`config.mk`:
```
export PLATFORM = sky130hd
export DESIGN_NAME = decoder_scan
export DESIGN_NICKNAME = d
export VERILOG_FILES = /design/src/rtl/decoder_pkg.sv /design/src/rtl/scan_divider.sv /design/src/rtl/decoder_scan.sv
export SDC_FILE = /design/constraint.sdc
export NUM_CORES = 1
export LEC_CHECK = 0
export ABC_AREA = 1
export CAP_MARGIN = 25
export CORE_MARGIN = 8
export CORE_UTILIZATION = 53
export CTS_BUF_LIST = sky130_fd_sc_hd__clkbuf_16
export CTS_CLUSTER_DIAMETER = 40
export DETAILED_ROUTE_END_ITERATION = 16
export PLACE_DENSITY_LB_ADDON = 0.2
export SLEW_MARGIN = 15
export SYNTH_ARGS = -nofsm -noshare
export SYNTH_HDL_FRONTEND = slang
export SYNTH_SLANG_ARGS = --single-unit
export TNS_END_PERCENT = 1
```
`constraint.sdc`:
```
create_clock -name clk -period 4.3 [get_ports clk]
set_input_delay 0.43 -clock clk [delete_from_list [all_inputs] [get_ports clk]]
set_output_delay 0.43 -clock clk [all_outputs]
set_load 0.1 [all_outputs]
```
`src/rtl/decoder_pkg.sv`:
```
`default_nettype none
// ============================================================================
// Module      : decoder_pkg
// Description : Shared types, constants and helpers for decoder_scan.
//               - dec_state_t : controller states (S_IDLE, S_HOLD, S_SCAN)
//               - MODE_DIRECT / MODE_SCAN : values of the mode input
//               - onehot()    : wide one-hot helper, all zeros when code >= n
// Revision    : 1.0 - initial release
// ============================================================================
package decoder_pkg;

  typedef enum logic [1:0] {
    S_IDLE = 2'd0,
    S_HOLD = 2'd1,
    S_SCAN = 2'd2
  } dec_state_t;

  localparam logic MODE_DIRECT = 1'b0;
  localparam logic MODE_SCAN   = 1'b1;

  // Widest supported select bank; callers truncate to their own width.
  localparam int unsigned ONEHOT_MAX = 256;

  function automatic logic [ONEHOT_MAX-1:0] onehot(input logic [7:0] code,
                                                   input int unsigned n);
    logic [ONEHOT_MAX-1:0] r;
    r = '0;
    if ({24'd0, code} < n) r[code] = 1'b1;
    return r;
  endfunction

endpackage
`default_nettype wire

```
`src/rtl/scan_divider.sv`:
```
`default_nettype none
// ============================================================================
// Module      : scan_divider
// Description : Modulo-SCAN_DIV step counter for the scan walker.
//               Counts 0..SCAN_DIV-1; at terminal count it wraps to 0 unless
//               hold is high, in which case it parks on terminal.
// Ports       : clk, rst_n  - clock, asynchronous active-low reset
//               clear       - force count to 0 (scan not running)
//               hold        - stall at terminal count
//               tc          - count is at SCAN_DIV-1
// Revision    : 1.0 - initial release
// ============================================================================
module scan_divider #(
  parameter int unsigned SCAN_DIV = 4
) (
  input  logic clk,
  input  logic rst_n,
  input  logic clear,
  input  logic hold,
  output logic tc
);

  // A one-cycle divider still needs a 1-bit register; it simply stays at 0.
  localparam int unsigned CW = (SCAN_DIV > 1) ? $clog2(SCAN_DIV) : 1;
  localparam logic [CW-1:0] LAST = CW'(SCAN_DIV - 1);

  logic [CW-1:0] count;

  always_ff @(posedge clk or negedge rst_n) begin
    if (!rst_n) begin
      count <= '0;
    end else if (clear) begin
      count <= '0;
    end else if (tc) begin
      if (!hold) count <= '0;
    end else begin
      count <= count + 1'b1;
    end
  end

  assign tc = (count == LAST);

endmodule
`default_nettype wire

```
`src/rtl/decoder_scan.sv`:
```
`default_nettype none
// ============================================================================
// Module      : decoder_scan
// Description : One-hot decoder with registered output, valid/ready handshake
//               and an autonomous scan mode that walks the select lines.
//               Optional macro DECODER_RANGE_CHECK_EN enables the err pulse
//               for accepted out-of-range codes; otherwise err is tied 0.
// Ports       : clk, rst_n            - clock, async active-low reset
//               mode                  - 0 direct decode, 1 scan
//               in_valid/in_ready/in  - code input handshake
//               out                   - registered select lines
//               out_valid/out_ready   - output handshake / scan advance
//               cur_code              - code currently driving out
//               err                   - out-of-range pulse
// Revision    : 1.0 - initial release
// ============================================================================
module decoder_scan
  import decoder_pkg::*;
#(
  parameter int unsigned NUM_OUT    = 8,
  parameter int unsigned SCAN_DIV   = 4,
  parameter int unsigned ACTIVE_LOW = 0
) (
  input  logic                       clk,
  input  logic                       rst_n,
  input  logic                       mode,
  input  logic                       in_valid,
  output logic                       in_ready,
  input  logic [$clog2(NUM_OUT)-1:0] in,
  output logic [NUM_OUT-1:0]         out,
  output logic                       out_valid,
  input  logic                       out_ready,
  output logic [$clog2(NUM_OUT)-1:0] cur_code,
  output logic                       err
);

  localparam int unsigned W = $clog2(NUM_OUT);
  localparam logic [W-1:0] LAST_CODE = W'(NUM_OUT - 1);

  dec_state_t         state;
  logic [NUM_OUT-1:0] sel;        // active-high selection, inverted at the pins
  logic               accept;
  logic               scan_active;
  logic               tc;
  logic [W-1:0]       next_scan;

  assign out_valid   = (state != S_IDLE);
  assign scan_active = (state == S_SCAN) && (mode == MODE_SCAN);

  // While the scan is still running (mode just dropped) nothing is accepted;
  // the block first falls back to S_IDLE.
  assign in_ready = (mode == MODE_DIRECT) && (state != S_SCAN) &&
                    ((state == S_IDLE) || out_ready);
  assign accept   = in_valid && in_ready;

  assign next_scan = (cur_code == LAST_CODE) ? '0 : cur_code + 1'b1;

  scan_divider #(
    .SCAN_DIV (SCAN_DIV)
  ) u_div (
    .clk   (clk),
    .rst_n (rst_n),
    .clear (!scan_active),
    .hold  (!out_ready),
    .tc    (tc)
  );

  always_ff @(posedge clk or negedge rst_n) begin
    if (!rst_n) begin
      state    <= S_IDLE;
      sel      <= '0;
      cur_code <= '0;
    end else if (mode == MODE_SCAN) begin
      if (state != S_SCAN) begin
        // Entering scan discards any pending direct selection.
        state    <= S_SCAN;
        cur_code <= '0;
        sel      <= NUM_OUT'(onehot(8'd0, NUM_OUT));
      end else if (tc && out_ready) begin
        cur_code <= next_scan;
        sel      <= NUM_OUT'(onehot(8'(next_scan), NUM_OUT));
      end
    end else if (state == S_SCAN) begin
      state <= S_IDLE;
      sel   <= '0;
    end else if (accept) begin
      // Out-of-range codes load an all-inactive pattern but still hold.
      state    <= S_HOLD;
      cur_code <= in;
      sel      <= NUM_OUT'(onehot(8'(in), NUM_OUT));
    end else if ((state == S_HOLD) && out_ready) begin
      state <= S_IDLE;
      sel   <= '0;
    end
  end

  generate
    if (ACTIVE_LOW != 0) begin : g_active_low
      assign out = ~sel;
    end else begin : g_active_high
      assign out = sel;
    end
  endgenerate

`ifdef DECODER_RANGE_CHECK_EN
  logic code_oor;
  logic err_q;

  assign code_oor = ({1'b0, in} >= (W + 1)'(NUM_OUT));

  // Registered alongside the selection so the pulse lines up with out_valid.
  always_ff @(posedge clk or negedge rst_n) begin
    if (!rst_n) err_q <= 1'b0;
    else        err_q <= accept && code_oor;
  end

  assign err = err_q;
`else
  assign err = 1'b0;
`endif

endmodule
`default_nettype wire

```
==> qor.csv, run 1 <==
metric,value,unit
Worst Path Arrival,2.59,ns
Ports,22,
fillers,133,
Skew-Pair Late Insertion Delay,0.25,ns
routed wire length,2300,um
diode count,0,
"commonest cells after routing, fill and taps aside","52 x nand2_1, 20 x clkdlybuf4s50_1, 17 x nand3_1",
busiest grt layer,met2,
Unique masters post-synth,24,
initial antenna violation count,0,
TNS Setup,0,ns
Root Buffer,clkbuf_16,
pre-CTS WS,1.31,ns
Die Area,0.00349,mm^2
nets,174,
vias in the first global route,954,
kind of critical path,input port to output port,
Port Buf Inserts,20,
Worst Tran Pin Value,0.983,ns
critical-path cell list,"clkdlybuf4s50_1, inv_1, nand2_1, inv_1, nor2_4, clkdlybuf4s50_1",
number of core rows,15,
largest net degree at the start of global routing,16,
postcts setup bufs,0,
setup violators final,0,
pwr dens,495,mW/mm^2
Leakage,0.684,nW
Mapped Cells,141,
f_max,331,MHz
"top cells by area, synth","dfrtp_1 38%, nand2_1 20%, nand3_1 8.7%, nor2_1 6.1%, ha_1 3.8%",
Synth top area share,38.2,%
Initial Utilization,56.3,%
CTS tree,built,
RSZ-0062 raised after global routing,no,
#FFs+latches synth,15,
CTS H-Tree Depth,1,
status,"complete, no violations",
die extent in x,59.1,um
die height,59.1,um
Final WS setup,1.28,ns
fraction of layout cells with a size suffix above 1,8.64,%
HP Class,register to register,
routed via count,1004,
Slew HR,34.3,%
"Req. time, crit path",3.87,ns
min cycle time layout,3.02,ns
RePlAce Congestion,0.914,
initial drt markers,42,
CORE AREA,0.00175,mm^2
period utilisation layout,70.2,%
skew final,0.00233,ns
"Net Count, Synth",152,
Max-Cap Viols,0,
dpl hpwl,1780,um
"Slowest-stage cell, CP",clkdlybuf4s50_1,
Final Hold Fails,0,
Ys Warns,0,
startpoint type of the worst setup path,input port,
met1 Use GR,17.7,%
Resized cells post-CTS,0,
final antenna-violating net count,0,
"most common cell after layout, fill and taps aside",nand2_1,
synthesized cell area,983,um^2
GRT Total Usage,13.9,%
"Slew Viols, Final",0,
Crit Path Max Fanout,7,
Via density,5.37,
Max VDD drop,307,uV
area delta synth->final,29.3,%
synthesized area per cell,6.97,um^2
Clock Path Buffers,2,
sequential area share after synthesis,38.2,%
clock sink total,15,
hold buffers post-CTS,0,
Crit. End Element,output port,
Yosys top cell by area,dfrtp_1,
max incr delay on CP,1.16,ns
drt wl/cell,12.3,um
overflow left after global routing,0,
met2 GRT Util,21.8,%
cts bufs inserted,3,
met3 GRT Util,3.47,%
Worst-path clk slew,0.05,ns
drt drc,0,
total power,630,uW
DRT Pass-1 Iters,4,
first-pass GRT wire length,3910,um
==> worst max-delay path, delay by kind of cell <==
kind	cells	cell delay (ns)
buffers and inverters	4	1.83
AND/OR/NAND/NOR	2	0.32
==> per-layer routing <==
metal / share of wire [%] / routed length, um
met5: 0 / 0
met4: 1.7 / 40
met3: 5.4 / 123
met2: 47 / 1070
met1: 46 / 1060
==> sequential cells by signal, indices dropped and copies added, names as in the netlist <==
| name | count |
|---|---|
| cur_code | 3 |
| out | 8 |
| state | 2 |
| u_div.count | 2 |
==> kinds of logic after synthesis <==
family / Yosys count / synth area share (%)
XOR/XNOR: 1 / 0.891
other: 1 / 0.381
AO/OA/AOI/OAI: 10 / 5.72
buffers and inverters: 15 / 7.00
adder cells (fa/ha/maj): 3 / 3.82
flip-flops: 15 / 38.2
AND/OR/NAND/NOR: 96 / 44.0
==> final timing paths <==
path,from,endpoint,slack [ns],depth (start not counted)
max,out_ready,in_ready,1.28,6
min,out[6]$_DFFE_PN0P_,out[6]$_DFFE_PN0P_,0.47,2
max reg2reg,cur_code[0]$_DFFE_PN0P_,out[5]$_DFFE_PN0P_,2.59,9
min reg2reg,out[6]$_DFFE_PN0P_,out[6]$_DFFE_PN0P_,0.47,2
max in group asynchronous,rst_n,out[3]$_DFFE_PN0P_,3.25,1
min in group asynchronous,rst_n,cur_code[1]$_DFFE_PN0P_,0.61,1
==> synthesized netlist by cell type <==
cell and number:
nand2_1 52, nand3_1 17, nor2_1 16, dfrtp_1 15
inv_1 10, a21oi_1 3, ha_1 3, nand4_1 3
inv_2 2, nand2_2 2, nor2_4 2, o21ai_0 2
o21ai_1 2, o22ai_1 2, buf_2 1, buf_4 1
buf_6 1, conb_1 1, nand2_4 1, nand3_2 1
nand4_2 1, nor3_1 1, o21ai_2 1, xor2_1 1
==> area by class of cell <==
cell class	count	area [um^2]	share of cell area, %
inverter	12	45.0	3.54
clock buffer	3	75.1	5.91
clock inverter	1	5.00	0.394
sequential	15	375	29.5
timing repair buffer	20	200	15.7
multi-input combinational	111	539	42.4
tap	25	31.3	2.46
==> per-stage QoR <==
stage               cells  util (%)  area [um^2]  hold slack (ns)
detailed placement    183      68.2         1190            0.466
global route          187      72.8         1270            0.498
CTS                   187      72.8         1270            0.479
finish                187      72.8         1270            0.472
floorplan             141         -          983            0.134
global placement      183      68.2         1190            0.458
==> where the power goes <==
part	leakage, nW	internal, mW	switching [mW]	total (mW)
registers	0.199	0.159	0.0128	0.172
clock network	0.0409	0.124	0.0577	0.182
logic	0.444	0.0648	0.211	0.276
No activity file was read; power rests on OpenSTA's default activity.
==> inputs of run 2 (changes only) <==
CORE_UTILIZATION = 49   (was 53)
clock period = 2.9 ns   (was 4.3 ns; I/O delays follow)
==> run 2 against run 1 <==
Clock skew is 0.0010 ns higher. Sequential share of layout area grew 0.71 points. Core utilization is 8.2 points lower. Highest routed layer unchanged.
==> qor.csv, run 2 (synthesis gave the netlist of run 1 again) <==
metric,value,unit
Skew-Pair Late Insertion Delay,0.25,ns
routed wire length,2260,um
"Slew Viols, Final",0,
drt wl/cell,12.0,um
CORE AREA,0.00192,mm^2
Die Area,0.00370,mm^2
dpl hpwl,1760,um
first-pass GRT wire length,3790,um
Resized cells post-CTS,0,
Ports,22,
drt drc,0,
"Req. time, crit path",2.61,ns
largest net degree at the start of global routing,16,
Clock Path Buffers,2,
fillers,170,
"commonest cells after routing, fill and taps aside","52 x nand2_1, 17 x nand3_1, 16 x nor2_1",
max incr delay on CP,0.50,ns
initial drt markers,39,
"Cell Area, Placed",0.00116,mm^2
Slew HR,53.6,%
register area,375,um^2
multi-input logic area,539,um^2
cts bufs inserted,3,
Reg-to-Reg End,out[3]$_DFFE_PN0P_,
setup violators final,0,
Port Buf Inserts,20,
Initial Utilization,51.2,%
Worst Tran Pin Value,0.693,ns
Leakage,0.706,nW
Layout Utilization,64.6,%
total power,924,uW
period utilisation layout,65.1,%
DRT Pass-1 Iters,5,
Worst R2R Setup Slack,1.19,ns
RePlAce Congestion,0.930,
CP bufs+invs,3,
GRT Total Usage,13.2,%
final antenna-violating net count,0,
Via density,5.13,
Reg2Reg Depth,9,
"Slowest-stage cell, CP",clkdlybuf4s50_1,
status,"complete, no violations",
Final Hold Fails,0,
min cycle time layout,1.89,ns
routed via count,970,
postcts setup bufs,0,
hold buffers post-CTS,0,
Worst Setup EP,in_ready,
Final Instance Area,0.00124,mm^2
Max VDD drop,517,uV
kind of critical path,input port to output port,
CP Launch Point,mode,
RSZ-0062 raised after global routing,no,
clock sink total,15,
Crit Path Max Fanout,9,
max reg flops,8,
critical path's top delay family,buffers and inverters,
pwr dens,744,mW/mm^2
startpoint type of the worst setup path,input port,
area delta synth->final,26.2,%
CTS H-Tree Depth,1,
TNS Setup,0,ns
Worst-path clk slew,0.05,ns
Root Buffer,clkbuf_16,
Max-Cap Viols,0,
R2R Path Start,cur_code[0]$_DFFE_PN0P_,
Worst Path Arrival,1.60,ns
"most common cell after layout, fill and taps aside",nand2_1,
Crit. End Element,output port,
critical-path cell list,"clkdlybuf4s50_1, inv_2, nand2_1, nor2_4, buf_4",
die height,60.8,um
fraction of layout cells with a size suffix above 1,16.7,%
die extent in x,60.8,um
HP Class,input port to async pin,
initial antenna violation count,0,
Crit. path cell count,5,
vias in the first global route,948,
skew final,0.00334,ns
CTS tree,built,
overflow left after global routing,0,
f_max,530,MHz
nets,174,
diode count,0,
number of core rows,16,
[run 2: area by class of cell]
class / count / share of cell area [%]
sequential: 15 / 30.2
inverter: 12 / 3.63
multi-input combinational: 111 / 43.4
clock buffer: 3 / 6.05
timing repair buffer: 20 / 13.5
clock inverter: 1 / 0.403
tap: 27 / 2.72
[run 2: metrics by stage]
stage	hold WS [ns]	setup WS, ns	instances
after detailed placement	0.464	1.02	185
final	0.465	1.01	189
after CTS	0.486	1.02	189
after floorplan	-0.00559	0.880	141
after global routing	0.508	0.946	189
after global placement	0.461	1.05	185
[run 2: routing by layer]
layer  up-vias  GRT usage [%]  wire (um)
li1        495              -          -
met1       438           16.1       1010
met2        33           20.8       1040
met3         4           4.45        189
met4         0           4.98         18
met5         -              0          0
[run 2: worst min-delay path by stage]
stage,start,endpoint,slack [ns],cells past startpoint
final,rst_n,state[0]$_DFFE_PN0P_,0.46,1
after global placement,out[6]$_DFFE_PN0P_,out[6]$_DFFE_PN0P_,0.46,2
after detailed placement,out[7]$_DFFE_PN0P_,out[7]$_DFFE_PN0P_,0.46,2
after global routing,out[1]$_DFFE_PN0P_,out[1]$_DFFE_PN0P_,0.51,2
after floorplan,rst_n,cur_code[0]$_DFFE_PN0P_,-0.006,0
after CTS,rst_n,state[0]$_DFFE_PN0P_,0.49,1
[run 2: power by group]
group / leakage [nW] / internal [mW] / switching [mW]
clock: 0.0409 / 0.184 / 0.0859
combinational: 0.466 / 0.0869 / 0.312
sequential: 0.199 / 0.236 / 0.0195
total: 0.706 / 0.507 / 0.417
